<file path="config.mk">
export PLATFORM = sky130hd
export DESIGN_NAME = mole_scheduler
export DESIGN_NICKNAME = d
export VERILOG_FILES = /design/src/rtl/whackamole_pkg.sv /design/src/rtl/mole_tick_gen.sv /design/src/rtl/mole_scheduler.sv
export SDC_FILE = /design/constraint.sdc
export NUM_CORES = 1
export LEC_CHECK = 0
export ABC_AREA = 1
export BUFFER_PORTS_ARGS = -buffer_cell sky130_fd_sc_hd__buf_2
export CAP_MARGIN = 40
export CORE_MARGIN = 3
export CORE_UTILIZATION = 50
export CTS_CLUSTER_SIZE = 10
export DETAILED_ROUTE_END_ITERATION = 7
export PLACE_DENSITY = 0.75
export SETUP_SLACK_MARGIN = 0.15
export SYNTH_ARGS = -nofsm -noshare
export SYNTH_HDL_FRONTEND = slang
export SYNTH_SLANG_ARGS = --single-unit
</file>
<file path="constraint.sdc">
create_clock -name Clk -period 5.81 [get_ports Clk]
set_clock_uncertainty 0.15 [all_clocks]
set_input_delay 0.581 -clock Clk [delete_from_list [all_inputs] [get_ports Clk]]
set_output_delay 0.581 -clock Clk [all_outputs]
set_load 0.01 [all_outputs]
</file>
<file path="src/rtl/whackamole_pkg.sv">
// rtl/whackamole_pkg.sv - shared encodings for the whack-a-mole game sequencer
package whackamole_pkg;

    typedef enum logic [5:0] {
        IDLE = 6'b000001,
        GAP  = 6'b000010,
        PICK = 6'b000100,
        UP   = 6'b001000,
        HIT  = 6'b010000,
        DONE = 6'b100000
    } state_e;

    localparam logic [1:0] DIFF_EASY = 2'd0;
    localparam logic [1:0] DIFF_MED  = 2'd1;
    localparam logic [1:0] DIFF_HARD = 2'd2;

    localparam logic [3:0] LFSR_SEED = 4'b1011;
    localparam int         NUM_HOLES = 9;

    function automatic logic [6:0] sat_inc7(input logic [6:0] v);
        return (v == 7'h7F) ? v : v + 7'd1;
    endfunction

endpackage

</file>
<file path="src/rtl/mole_tick_gen.sv">
// rtl/mole_tick_gen.sv - millisecond prescaler; tick pulses on the last count of each period
module mole_tick_gen #(
    parameter int TICK_DIV = 100000
) (
    input  logic Clk,
    input  logic Reset,
    input  logic clr,
    output logic tick
);
    localparam int            CW   = $clog2(TICK_DIV);
    localparam logic [CW-1:0] LAST = CW'(TICK_DIV - 1);

    logic [CW-1:0] cnt_q, cnt_d;

    always_comb begin
        cnt_d = cnt_q + CW'(1);
        if (clr || (cnt_q == LAST)) begin
            cnt_d = '0;
        end
    end

    always_ff @(posedge Clk or posedge Reset) begin
        if (Reset) begin
            cnt_q <= '0;
        end else begin
            cnt_q <= cnt_d;
        end
    end

    assign tick = (cnt_q == LAST);

endmodule

</file>
<file path="src/rtl/mole_scheduler.sv">
// rtl/mole_scheduler.sv - whack-a-mole round sequencer: timer, mole cadence, random hole pick, scoring
module mole_scheduler
    import whackamole_pkg::*;
#(
    parameter int TICK_DIV  = 100000,
    parameter int GAME_MS   = 60000,
    parameter int GAP_MS    = 250,
    parameter int LIFE_EASY = 3000,
    parameter int LIFE_MED  = 2000,
    parameter int LIFE_HARD = 1000
) (
    input  logic        Clk,
    input  logic        Reset,
    input  logic        Start,
    input  logic [1:0]  Diff,
    input  logic        Ack,
    input  logic [8:0]  Sw,
    output logic        mole_valid,
    output logic [3:0]  mole_index,
    output logic [6:0]  score,
    output logic [6:0]  misses,
    output logic        game_active,
    output logic        game_done,
    output logic [15:0] ms_left
);
    state_e      state_q, state_d;
    logic [3:0]  lfsr_q, lfsr_d;
    logic [8:0]  sw_q;
    logic [6:0]  score_q, score_d;
    logic [6:0]  misses_q, misses_d;
    logic [3:0]  idx_q, idx_d;
    logic [15:0] ms_q, ms_d;
    logic [15:0] gap_q, gap_d;
    logic [15:0] life_q, life_d;
    logic [15:0] life_sel_q, life_sel_d;
    logic        first_q, first_d;

    logic        tick;
    logic        tick_clr;
    logic        active;
    logic [8:0]  rise;
    logic [8:0]  hole_mask;
    logic        wrong_rise;
    logic        pick_ok;

    mole_tick_gen #(
        .TICK_DIV(TICK_DIV)
    ) u_tick_gen (
        .Clk  (Clk),
        .Reset(Reset),
        .clr  (tick_clr),
        .tick (tick)
    );

    function automatic logic [15:0] life_for(input logic [1:0] d);
        case (d)
            DIFF_MED:  return 16'(LIFE_MED);
            DIFF_HARD: return 16'(LIFE_HARD);
            default:   return 16'(LIFE_EASY);
        endcase
    endfunction

    assign lfsr_d     = {lfsr_q[2:0], lfsr_q[3] ^ lfsr_q[2]};
    assign rise       = Sw & ~sw_q;
    assign hole_mask  = 9'(1) << idx_q;
    assign wrong_rise = |(rise & ~hole_mask);
    assign active     = (state_q == GAP) || (state_q == PICK) ||
                        (state_q == UP)  || (state_q == HIT);
    // Only LFSR values 1..9 map to holes; the rest are skipped, which keeps the pick unbiased.
    assign pick_ok    = (lfsr_q != 4'd0) && (lfsr_q <= 4'(NUM_HOLES)) &&
                        (first_q || ((lfsr_q - 4'd1) != idx_q));

    always_comb begin
        state_d    = state_q;
        score_d    = score_q;
        misses_d   = misses_q;
        idx_d      = idx_q;
        ms_d       = ms_q;
        gap_d      = gap_q;
        life_d     = life_q;
        life_sel_d = life_sel_q;
        first_d    = first_q;
        tick_clr   = 1'b0;

        unique case (state_q)
            IDLE: begin
                if (Start) begin
                    life_sel_d = life_for(Diff);
                    score_d    = '0;
                    misses_d   = '0;
                    ms_d       = 16'(GAME_MS);
                    gap_d      = 16'(GAP_MS);
                    first_d    = 1'b1;
                    tick_clr   = 1'b1;
                    state_d    = GAP;
                end
            end
            GAP: begin
                if (tick) begin
                    if (gap_q <= 16'd1) begin
                        gap_d   = '0;
                        state_d = PICK;
                    end else begin
                        gap_d = gap_q - 16'd1;
                    end
                end
            end
            PICK: begin
                if (pick_ok) begin
                    idx_d   = lfsr_q - 4'd1;
                    life_d  = life_sel_q;
                    first_d = 1'b0;
                    state_d = UP;
                end
            end
            UP: begin
                if (tick && (life_q != 16'd0)) begin
                    life_d = life_q - 16'd1;
                end
                if (rise == hole_mask) begin
                    state_d = HIT;
                end else if (wrong_rise) begin
                    misses_d = sat_inc7(misses_q);
                end else if (tick && (life_q <= 16'd1)) begin
                    misses_d = sat_inc7(misses_q);
                    gap_d    = 16'(GAP_MS);
                    state_d  = GAP;
                end
            end
            HIT: begin
                score_d = sat_inc7(score_q);
                gap_d   = 16'(GAP_MS);
                state_d = GAP;
            end
            DONE: begin
                if (Ack) begin
                    state_d = IDLE;
                end
            end
            default: begin
                state_d = IDLE;
            end
        endcase

        // The final tick ends the round and discards whatever else this cycle decided.
        if (active && tick) begin
            if (ms_q <= 16'd1) begin
                ms_d     = '0;
                state_d  = DONE;
                score_d  = score_q;
                misses_d = misses_q;
                idx_d    = idx_q;
            end else begin
                ms_d = ms_q - 16'd1;
            end
        end
    end

    always_ff @(posedge Clk or posedge Reset) begin
        if (Reset) begin
            state_q    <= IDLE;
            lfsr_q     <= LFSR_SEED;
            sw_q       <= '0;
            score_q    <= '0;
            misses_q   <= '0;
            idx_q      <= '0;
            ms_q       <= '0;
            gap_q      <= '0;
            life_q     <= '0;
            life_sel_q <= '0;
            first_q    <= 1'b1;
        end else begin
            state_q    <= state_d;
            lfsr_q     <= lfsr_d;
            sw_q       <= Sw;
            score_q    <= score_d;
            misses_q   <= misses_d;
            idx_q      <= idx_d;
            ms_q       <= ms_d;
            gap_q      <= gap_d;
            life_q     <= life_d;
            life_sel_q <= life_sel_d;
            first_q    <= first_d;
        end
    end

    assign mole_valid  = (state_q == UP);
    assign mole_index  = idx_q;
    assign score       = score_q;
    assign misses      = misses_q;
    assign game_active = active;
    assign game_done   = (state_q == DONE);
    assign ms_left     = ms_q;

endmodule

</file>
### Yosys cells after proc, flatten, opt, wreduce, memory -nomap -nowiden

Cells that the tools add are included.

| storage, ports and cells | value |
|---|---|
| output and inout port bits | 37 |
| input bits | 15 |
| logic and storage cells | 122 |
| flip-flop bits (word level) | 119 |

| operators by class | value |
|---|---|
| shift-type cells | 1 |
| bitwise logic cells | 5 |
| reduce and logical (&&, ||, !) cells | 23 |
| $lt $le $gt $ge | 4 |
| multiplexer cells | 49 |
| add/subtract/negate cells | 7 |
| eq/ne operators | 21 |

Operators with widths:

| cell | number |
|---|---|
| two-way mux 16 bit | 12 |
| two-way mux 7 bit | 11 |
| case mux 16 bit (4 select lines) | 1 |
| two-way mux 6 bit | 10 |
| less-or-equal comparator 16 x 1 -> 1 bit, second input constant | 3 |
| subtractor 16 x 1 -> 16 bit, second input constant | 3 |
| case mux 6 bit (6 select lines) | 1 |
| case mux 16 bit (2 select lines) | 1 |
| case mux 7 bit (2 select lines) | 2 |
| case mux 12 bit (2 select lines) | 1 |
| bitwise AND 9 bit | 2 |
| NOT 9 bit | 2 |
| adder 17 x 1 -> 17 bit, second input constant | 1 |
| == test 17 bit, second input constant | 1 |
| two-way mux 17 bit | 1 |
| two-way mux 4 bit | 4 |
| nonzero test 16 bit | 1 |
| adder 7 x 1 -> 7 bit, second input constant | 2 |
| == test 7 bit, second input constant | 2 |
| != test 2 bit, second input constant | 6 |
| == test 9 bit | 1 |
| OR reduction 9 bit | 1 |
| left shift 1 x 4 -> 9 bit, first input constant | 1 |
| nonzero test 2 bit | 4 |
| other kinds (21) | 36 |

### Depth between registers and ports, before layout

| depth | value |
|---|---|
| word-level depth | 9 |
| depth in mapped cells | 15 |
| gate-level depth less buffers | 14 |

### Modules after synthesis

Synthesis repeated with hierarchy kept, for this count alone.

| unflattened totals | value |
|---|---|
| cells, all modules | 959 |
| area, all modules | 7000.5 um^2 |

By module, submodules not included:

| module | area an instance (um^2) | instances | cells an instance | seq. area each (um^2) |
|---|---|---|---|---|
| mole_scheduler | 5968.2 | 1 | 827 | 2308.5 |
| mole_tick_gen | 1032.2 | 1 | 132 | 425.4 |

### Least setup slack after synthesis

OpenSTA, ideal clock, no wires.

| timing | value |
|---|---|
| path kind | register to register |
| start point | register idx_q[2], in the netlist mole_index[2] |
| end point | register gap_q[0] |
| cell stages (with the launch flop) | 15 |
| path slack | 3.588 ns |
| path buffers | 1 |
| arrival | 1.955 ns |
| required time | 5.543 ns |
| clock period less this slack | 2.222 ns |
| library setup time | 0.117 ns |
| cell sequence | dfrtp_1 > inv_1 > nor2_1 > nand2_1 > ha_1 > and3_1 > nand4_1 > nand2_1 > nand2_1 > nand2_1 > nor2_4 > nand2_2 > buf_6 > nand2_1 > nand2_1 |

| on the way | value |
|---|---|
| longest elaborated chain between the ends | 6 |
| elaborated cells on any way between the ends | 8 |
| those cells by class | 3 x eq/ne; 1 x shift; 2 x bitwise; 2 x reduce/logical |

RTL lines:

| item | line | RTL |
|---|---|---|
| start, declared | mole_scheduler.sv:31 | `logic [3:0] idx_q, idx_d;` |
| start signal, assigned | mole_scheduler.sv:178 | `idx_q <= idx_d;` |
| left shift 1 x 4 -> 9 bit * | mole_scheduler.sv:65 | `assign hole_mask = 9'(1) << idx_q;` |
| NOT 9 bit | mole_scheduler.sv:66 | `assign wrong_rise = \|(rise & ~hole_mask);` |
| bitwise AND 9 bit | mole_scheduler.sv:66 |  |
| OR reduction 9 bit | mole_scheduler.sv:66 |  |
| != test 2 bit (no source line) | -- |  |
| AND reduction 6 bit (no source line) * | -- |  |
| end signal, assigned | mole_scheduler.sv:180 | `gap_q <= gap_d;` |
| end, declared | mole_scheduler.sv:33 | `logic [15:0] gap_q, gap_d;` |

Mark *: on every way between the ends. The rest lies on a longest branch, timed or not.
A chain may end at the register's enable or synchronous reset.

### Worst setup path in the final report

| timing | value |
|---|---|
| start point | register idx_q[2], in the netlist mole_index[2] |
| end point | register gap_q[1] |

Same word-level chain as after synthesis.

==> flow_summary.ini <==
[synthesis]
async_flop_share_pct = 100
yosys.cell_types.count = 43
ys_warn_count = 0
synth_nets = 976
synthesis.area_sq_mm = 0.00680
netlist_instances = 935
synth_area_leaders = dfrtp_1, nand2_1, nor2_1
synth_most_common_cell = nand2_1
synth_edf_count = 0
ys_dominant_reg_cell = dfrtp_1
yosysSeqAreaShare_pct = 40.2
ys_top_cells_by_count = nand2_1, nor2_1, dfrtp_1, inv_1, nand3_1
synth-seq-cells = 109
syn_area_per_cell_sq_um = 7.27
synth_top_area_share_pct = 38.3
yosysTopAreaCell = dfrtp_1

[critical_path]
cp.arrival_ns = 2.82
critPathRequiredTime_ns = 5.90
endpoint_kind = flop
start_kind = flop
r2r-start = mole_index[2]
cp-startpoint = mole_index[2]
critPathKind = flop to flop
worst-path-max-fanout = 17

[floorplan]
die_h_microns = 123
fp.dieArea_sq_mm = 0.0150
die_x_microns = 123
io_pins = 52
start_util_pct = 52.4
core_sq_mm = 0.0130
rows = 41

[route]
route.final.wire_length_microns = 14600
drtAntennaViolNets = 0
drt_first_pass_iters = 5
vias_per_cell = 5.20
route.detailed.drc = 0
num_vias = 6044
drtIter0Drc = 334
wl_per_cell_microns = 12.6

[clocking]
cts_root_buf = clkbuf_16
cts.sinks = 109
cts_max_level = 3
ctsHoldBuffers = 0
post_cts_buffers = 0
insertion_delay_ns = 0.35
clk_pin_slew_worst_paths_ns = 0.07
clockBufferDepth = 2
cts_tree = built
cts_buffers = 9
cts_repair_resize_count = 0

[pwr]
switching_share_pct = 31.5
ir_drop_uv = 180
p_per_area_mw_per_mm2 = 279
power_frac_clock_pct = 34.1
intPower_mw = 1.45
p_switching_uw = 667
p_comb_share_pct = 23.2
p_seq_share_pct = 42.7
p_leak_nw = 3.97

[sta]
final-hold-violation-count = 0
finalSetupTns_ns = 0
rsz0062_at_grt = false
finalSetupViolCount = 0
period_share_pct = 47.1
max_freq_ghz = 0.366
tightest_slew_ns = 0.528
slew_headroom_pct = 64.8
finalMaxSlewViolations = 0
fin_crit_ns = 2.74

[global_route]
grt_max_degree = 55
grt_overflow = 0
grt_pass1_vias = 5603
grt_most_used_layer = met2
grt_first_pass_wirelength_microns = 25500
grt.total_usage_pct = 20.7
use_met3_pct = 4.75
antenna_found_initial = 0
grt_use_met1_pct = 27.6
use_met2_pct = 34.1

[place]
portBuffers = 51
dp.cells = 1147
dp_hpwl_microns = 10700
place_congestion = 0.880

[layout]
fill_cells = 1226
fin_nets = 1027
post-route-util_pct = 58.5
layout-drive-gt1-share_pct = 11.2
seqCellArea_sq_mm = 0.00273
multi_input_area_sq_mm = 0.00361
diodes = 0
syn_to_final_growth_pct = 11.6
instances_no_fill = 1163

[status]
status = finished, final reports clean

[worst_hold_path]
min_path_type = input pin to asynchronous set/reset pin

[flow_run]
cap_violations = 0
-- cell type report --
type / count / area share, %
Tap cell: 172 / 2.84
Clock buffer: 13 / 3.56
Clock inverter: 3 / 1.19
Multi-Input combinational cell: 711 / 47.5
Timing Repair Buffer: 53 / 3.82
Sequential cell: 109 / 36.0
Inverter: 102 / 5.08
-- per-stage QoR --
| step | cell area [sq um] | setup slack (ns) | hold WS, ns | power [mW] |
|---|---|---|---|---|
| after floorplan | 6800 | 2.21 | 0.220 | 1.30 |
| after global placement | 7200 | 3.15 | 0.232 | 1.40 |
| after detailed placement | 7230 | 3.10 | 0.234 | 1.41 |
| after CTS | 7590 | 3.09 | 0.0552 | 2.14 |
| after global routing | 7590 | 2.77 | 0.0739 | 2.25 |
| final | 7590 | 3.07 | 0.0521 | 2.12 |
-- power by group through the flow --
| stage | clock network (mW) | logic, mW | registers, mW |
|---|---|---|---|
| after CTS | 0.742 | 0.493 | 0.903 |
| after global routing | 0.774 | 0.563 | 0.915 |
| after global placement | 0 | 0.483 | 0.915 |
| final | 0.722 | 0.492 | 0.905 |
| after floorplan | 0 | 0.403 | 0.901 |
| after detailed placement | 0 | 0.492 | 0.916 |
-- layer usage --
layer	vias to the layer above	share of wire, %
li1	3105	-
met1	2784	48
met2	135	46
met3	20	4.8
met4	0	1.4
met5	-	0
-- sequential cells by signal (all words and copies together) (netlist names) --
name and count:
ms_left 16, u_tick_gen.cnt_q 17, mole_index 4, score 7, gap_q 16, life_q 16
lfsr_q 4, first_q 1, life_sel_q 6, misses 7, sw_q 9, state_q 6
-- final timing paths --
check | cells after the start | end | slack (ns)
min | 2 | life_q[11] | 0.05
min reg2reg | 0 | lfsr_q[1] | 0.24
min in group Clk | 1 | sw_q[3] | 0.19
max | 14 | gap_q[1] | 3.07
max in group asynchronous | 4 | lfsr_q[3] | 4.37
max reg2reg | 14 | gap_q[1] | 3.07
-- cells in the final DEF (no fill, tap or decap), drive strengths merged, types with 20 or more instances in the layout --
cell type  count
xor2          25
nor2         152
ha            26
nand2        274
buf           53
inv          100
o21ai         45
nand3         84
nand4         20
dfrtp        104
-- critical path: stages, from the launching register on --
cell	delay (ns)
dfrtp_1	0.42
inv_1	0.09
nor2_1	0.20
nand2_1	0.09
ha_1	0.18
nor2_1	0.12
nand3_1	0.09
nor2_1	0.21
nand2_1	0.08
nand2_1	0.07
nand2_1	0.08
nor2_4	0.33
nand2_2	0.30
nand2_1	0.15
nand2_1	0.06
-- cell families (layout without fill, tap and decap cells) --
| logic type | after synthesis | in the layout | share of synthesized area (%) |
|---|---|---|---|
| AND/OR/NAND/NOR | 568 | 568 | 36.7 |
| buffers and inverters | 115 | 171 | 6.79 |
| XOR/XNOR | 38 | 38 | 4.89 |
| adder cells (fa/ha/maj) | 26 | 26 | 4.78 |
| flip-flops | 109 | 109 | 40.2 |
| AO/OA/AOI/OAI | 79 | 79 | 6.62 |
(Power assumes the default switching activity.)
